$ cat config.mk
export PLATFORM = sky130hd
export DESIGN_NAME = mem_arbiter
export DESIGN_NICKNAME = d
export VERILOG_FILES = /design/src/rtl/mem_arb_pkg.sv /design/src/rtl/starve_cnt.sv /design/src/rtl/mem_arbiter.sv
export SDC_FILE = /design/constraint.sdc
export NUM_CORES = 1
export LEC_CHECK = 0
export CORE_AREA = 2 2 115 117
export DETAILED_ROUTE_END_ITERATION = 8
export DIE_AREA = 0 0 117 119
export PLACE_DENSITY_LB_ADDON = 0.3
export SLEW_MARGIN = 10
export SYNTH_ARGS = -nofsm -noshare
export SYNTH_HDL_FRONTEND = slang
export SYNTH_SLANG_ARGS = --single-unit
$ cat constraint.sdc
create_clock -name clk -period 5.7 [get_ports clk]
set_clock_uncertainty 0.15 [all_clocks]
set_input_delay 0.855 -clock clk [delete_from_list [all_inputs] [get_ports clk]]
set_output_delay 0.855 -clock clk [all_outputs]
set_load 0.01 [all_outputs]
$ cat src/rtl/mem_arb_pkg.sv
// Shared types and constants for the fetch/data memory arbiter.
package mem_arb_pkg;

  typedef enum logic [1:0] {
    IDLE  = 2'd0,
    GNT_I = 2'd1,
    GNT_D = 2'd2
  } gnt_state_e;

  localparam logic [1:0] MISALIGN_MASK    = 2'b11;
  localparam int         DEFAULT_MAX_WAIT = 4;

  function automatic logic is_misaligned(input logic [1:0] lsb);
    return |(lsb & MISALIGN_MASK);
  endfunction

endpackage

$ cat src/rtl/starve_cnt.sv
// Saturating count of consecutive denied fetch cycles; force_gnt once it reaches MAX_WAIT.
module starve_cnt
  import mem_arb_pkg::*;
#(
  parameter int MAX_WAIT = DEFAULT_MAX_WAIT
) (
  input  logic clk,
  input  logic rst,
  input  logic req,
  input  logic gnt,
  output logic force_gnt
);

  // One extra code point keeps the width legal even for MAX_WAIT = 0.
  localparam int                CNT_W   = $clog2(MAX_WAIT + 2);
  localparam logic [CNT_W-1:0] CNT_MAX = CNT_W'(MAX_WAIT);

  logic [CNT_W-1:0] cnt;

  always_ff @(posedge clk) begin
    if (rst) begin
      cnt <= '0;
    end else if (!req || gnt) begin
      cnt <= '0;
    end else if (cnt != CNT_MAX) begin
      cnt <= cnt + 1'b1;
    end
  end

  assign force_gnt = req && (cnt == CNT_MAX);

endmodule

$ cat src/rtl/mem_arbiter.sv
// Two-port (fetch/data) arbiter onto one combinational-read memory; one grant per cycle,
// response one cycle later, data has priority unless fetch has starved for MAX_WAIT cycles.
module mem_arbiter
  import mem_arb_pkg::*;
#(
  parameter int ADDR_W   = 32,
  parameter int DATA_W   = 32,
  parameter int MAX_WAIT = DEFAULT_MAX_WAIT
) (
  input  logic              clk,
  input  logic              rst,
  input  logic              i_req,
  input  logic [ADDR_W-1:0] i_addr,
  output logic              i_gnt,
  output logic              i_valid,
  output logic [DATA_W-1:0] i_rdata,
  output logic              i_err,
  input  logic              d_req,
  input  logic              d_we,
  input  logic [ADDR_W-1:0] d_addr,
  input  logic [DATA_W-1:0] d_wdata,
  output logic              d_gnt,
  output logic              d_valid,
  output logic [DATA_W-1:0] d_rdata,
  output logic              d_err,
  output logic [ADDR_W-1:0] mem_raddr,
  input  logic [DATA_W-1:0] mem_rdata,
  output logic [ADDR_W-1:0] mem_waddr,
  output logic [DATA_W-1:0] mem_wdata,
  output logic              mem_wen
);

  gnt_state_e        state_q, state_d;
  logic [DATA_W-1:0] rdata_q, rdata_d;
  logic              err_q, err_d;
  logic              i_mis, d_mis, force_i;

  assign i_mis = is_misaligned(i_addr[1:0]);
  assign d_mis = is_misaligned(d_addr[1:0]);

  starve_cnt #(.MAX_WAIT(MAX_WAIT)) u_starve_cnt (
    .clk      (clk),
    .rst      (rst),
    .req      (i_req),
    .gnt      (i_gnt),
    .force_gnt(force_i)
  );

  always_ff @(posedge clk) begin
    if (rst) begin
      state_q <= IDLE;
      rdata_q <= '0;
      err_q   <= 1'b0;
    end else begin
      state_q <= state_d;
      rdata_q <= rdata_d;
      err_q   <= err_d;
    end
  end

  always_comb begin
    state_d   = IDLE;
    i_gnt     = 1'b0;
    d_gnt     = 1'b0;
    mem_raddr = '0;
    mem_waddr = '0;
    mem_wdata = '0;
    mem_wen   = 1'b0;
    rdata_d   = '0;
    err_d     = 1'b0;
    if (!rst) begin
      if (i_req && (force_i || !d_req)) begin
        i_gnt   = 1'b1;
        state_d = GNT_I;
        err_d   = i_mis;
        if (!i_mis) begin
          mem_raddr = i_addr;
          rdata_d   = mem_rdata;
        end
      end else if (d_req) begin
        d_gnt   = 1'b1;
        state_d = GNT_D;
        err_d   = d_mis;
        if (!d_mis) begin
          if (d_we) begin
            mem_waddr = d_addr;
            mem_wdata = d_wdata;
            mem_wen   = 1'b1;
          end else begin
            mem_raddr = d_addr;
            rdata_d   = mem_rdata;
          end
        end
      end
    end
  end

  // Gating with rst drops a response that was already registered when reset arrives.
  assign i_valid = !rst && (state_q == GNT_I);
  assign d_valid = !rst && (state_q == GNT_D);
  assign i_err   = i_valid && err_q;
  assign d_err   = d_valid && err_q;
  assign i_rdata = i_valid ? rdata_q : '0;
  assign d_rdata = d_valid ? rdata_q : '0;

endmodule

==> impl_metrics.json <==
{
  "h-tree-depth": 2,
  "fillers": 1254,
  "drc": 0,
  "switching_share_pct": 21.2,
  "yosysUniqueCellTypes": 28,
  "combPwrFrac_pct": 21.1,
  "dieArea_mm2": 0.0139,
  "clock-root-buffer": "clkbuf_16",
  "wl_per_cell_um": 15.3,
  "p_int_uw": 587,
  "final_cell_mix": "clkdlybuf4s50_1, and2_1, dfxtp_1",
  "core_mm2": 0.0129,
  "gp_congestion": 0.763,
  "path_cells": "clkdlybuf4s50_1, nor2b_4, and3_1, a22o_1, clkdlybuf4s50_1",
  "layout_min_cycle_time_ns": 4.43,
  "slew_violations": 0,
  "netlist_area_mm2": 0.00252,
  "cpMostUsedCell": "clkdlybuf4s50_1",
  "path_clk_slew_ns": 0.06,
  "grt_max_degree": 64,
  "cts_tree": "done",
  "fp.dieW_um": 117,
  "num_antenna_cells": 0,
  "pwr-share-clk_pct": 42.0,
  "place_area_mm2": 0.00551,
  "vdd_ir_drop_max_uv": 195,
  "setup_viol": 0,
  "worstPathMaxFanout": 29,
  "hold_violations": 0,
  "worst-path-buf-inv": 2,
  "antenna_left": 0,
  "crit_path_max_incr_delay_ns": 0.86,
  "design_area_mm2": 0.00567,
  "initial_core_util_pct": 19.6,
  "drv_cap": 0,
  "cts_buffers": 5,
  "crit_arrival_ns": 3.42,
  "ioPinCount": 300,
  "drive_above_1_share_pct": 2.98,
  "numPortBuffers": 295,
  "dieHeight_um": 119,
  "worstSetupPathType": "in -> out",
  "worstSetupStartpointType": "input port",
  "grt.total_usage_pct": 15.2,
  "reg2reg_setup_slack_ns": 3.35,
  "p_sw_uw": 158,
  "rows": 42,
  "p_per_area_mw_per_mm2": 131,
  "area_growth_pct": 125,
  "grt_pass1_wl_um": 16500,
  "fmax_mhz": 226,
  "dr.pass1.iters": 4,
  "final_common_cell": "clkdlybuf4s50_1",
  "rsz0062_at_grt": "false",
  "gr-total-overflow": 0,
  "crit_path_end_kind": "output pin",
  "vias": 3124,
  "post_cts_buffers": 0,
  "status": "complete, no violations",
  "ys_seq_area_share_pct": 30.2,
  "cts_buffer_depth": 2,
  "via_per_inst": 4.18,
  "yosys_warnings": 0,
  "dp_hpwl_um": 8960,
  "antenna_found_initial": 0,
  "total_power_uw": 745,
  "tightest_slew_ns": 1.20,
  "crit_slowest_cell": "and3_1",
  "nets": 705,
  "clock_latency_ns": 0.28,
  "min_path_type": "reg -> reg",
  "grt_pass1_vias": 3087,
  "cp_top_family": "buffers and inverters",
  "wirelength_um": 11500,
  "netlist_instances": 292,
  "required_ns": 4.70,
  "fin_tns_setup_ns": 0,
  "ys_ff_latch": 38,
  "pwr-share-seq_pct": 36.9,
  "slew_headroom_pct": 19.7,
  "post_cts_resized": 0,
  "drtIter0Drc": 94,
  "clock_sink_count": 38,
  "p_leak_nw": 2.15,
  "synth.avg_cell_area_um2": 8.62,
  "period_share_pct": 77.7,
  "cts_hold_buffers": 0
}
-- worst paths after layout --
kind	from	end	depth (start not counted)
max	rst	mem_raddr[14]	5
min	u_starve_cnt.cnt[0]$_SDFFE_PP0P_	u_starve_cnt.cnt[0]$_SDFFE_PP0P_	1
max reg2reg	u_starve_cnt.cnt[0]$_SDFFE_PP0P_	rdata_q[29]$_SDFF_PP0_	5
min reg2reg	u_starve_cnt.cnt[0]$_SDFFE_PP0P_	u_starve_cnt.cnt[0]$_SDFFE_PP0P_	1
-- flip-flops by register name (all words and copies together) (netlist names) --
| signal | count |
|---|---|
| err_q | 1 |
| rdata_q | 32 |
| u_starve_cnt.cnt | 3 |
| state_q | 2 |
-- metal layers --
metal / vias to the layer above / routed length (um) / track usage, %
met5: - / 0 / 0
met4: 0 / 196 / 4.49
met3: 13 / 1250 / 4.89
met2: 172 / 5530 / 27.1
met1: 1424 / 4480 / 16.8
li1: 1515 / - / -
-- cell usage after synthesis --
cell type    n  share of area, %
a21bo_2      1              0.40
a21boi_0    20               6.0
a21boi_1    12               3.6
a22o_1      29                10
and2_1     128                32
and3_1       1              0.25
and3_4       1              0.45
and4_1       1              0.35
buf_2        4              0.80
buf_4        5               1.5
buf_6       11               4.9
clkbuf_1    10               1.5
conb_1       1              0.15
dfxtp_1     38                30
ha_1         2              0.99
inv_1        4              0.60
mux2i_1      2              0.80
nand2_1      3              0.45
nand3_1      4              0.80
nand3b_1     1              0.30
nor2_1       6              0.89
nor2b_4      1              0.55
nor3_1       1              0.20
nor3_2       1              0.40
nor3b_2      2              0.99
nor4b_1      1              0.35
nor4bb_1     1              0.40
o32ai_1      1              0.35
-- cells by family (layout without fill, tap and decap cells) --
kind of cell	count (synthesis)	count (layout)	synth area share, %
muxes	2	2	0.795
and+or+nand+nor	152	152	38.2
AOI/OAI and AO/OA	63	63	20.4
DFF	38	38	30.2
adders and majority gates	2	2	0.994
buffers and inverters	34	310	9.29
other	1	4	0.149
-- stage by stage --
| stage | utilization, % | hold slack (ns) | setup slack [ns] | instances |
|---|---|---|---|---|
| finish | 44.0 | 0.308 | 1.27 | 747 |
| global route | 44.0 | 0.326 | 1.11 | 747 |
| CTS | 44.0 | 0.308 | 1.26 | 747 |
| detailed placement | 42.8 | 0.299 | 1.27 | 739 |
| global placement | 42.8 | 0.300 | 1.34 | 739 |
| floorplan | - | 0.278 | 2.92 | 295 |
-- area by class of cell --
cell class | instances | area, um2 | area share [%]
repair buffers | 298 | 2980 | 52.5
inverters | 4 | 15.0 | 0.265
multi-input cells | 223 | 1530 | 27.1
flip-flops and latches | 38 | 761 | 13.4
clock inverters | 3 | 40.0 | 0.706
clock buffers | 5 | 125 | 2.21
well taps | 176 | 220 | 3.88
-- power groups by stage --
stage	clock [mW]	combinational (mW)	sequential, mW
after floorplan	0	0.0399	0.279
after global placement	0	0.156	0.280
after detailed placement	0	0.157	0.280
after CTS	0.321	0.158	0.275
after global routing	0.331	0.166	0.275
final	0.313	0.157	0.275
Note: power is estimated with default switching activity, not from simulation.
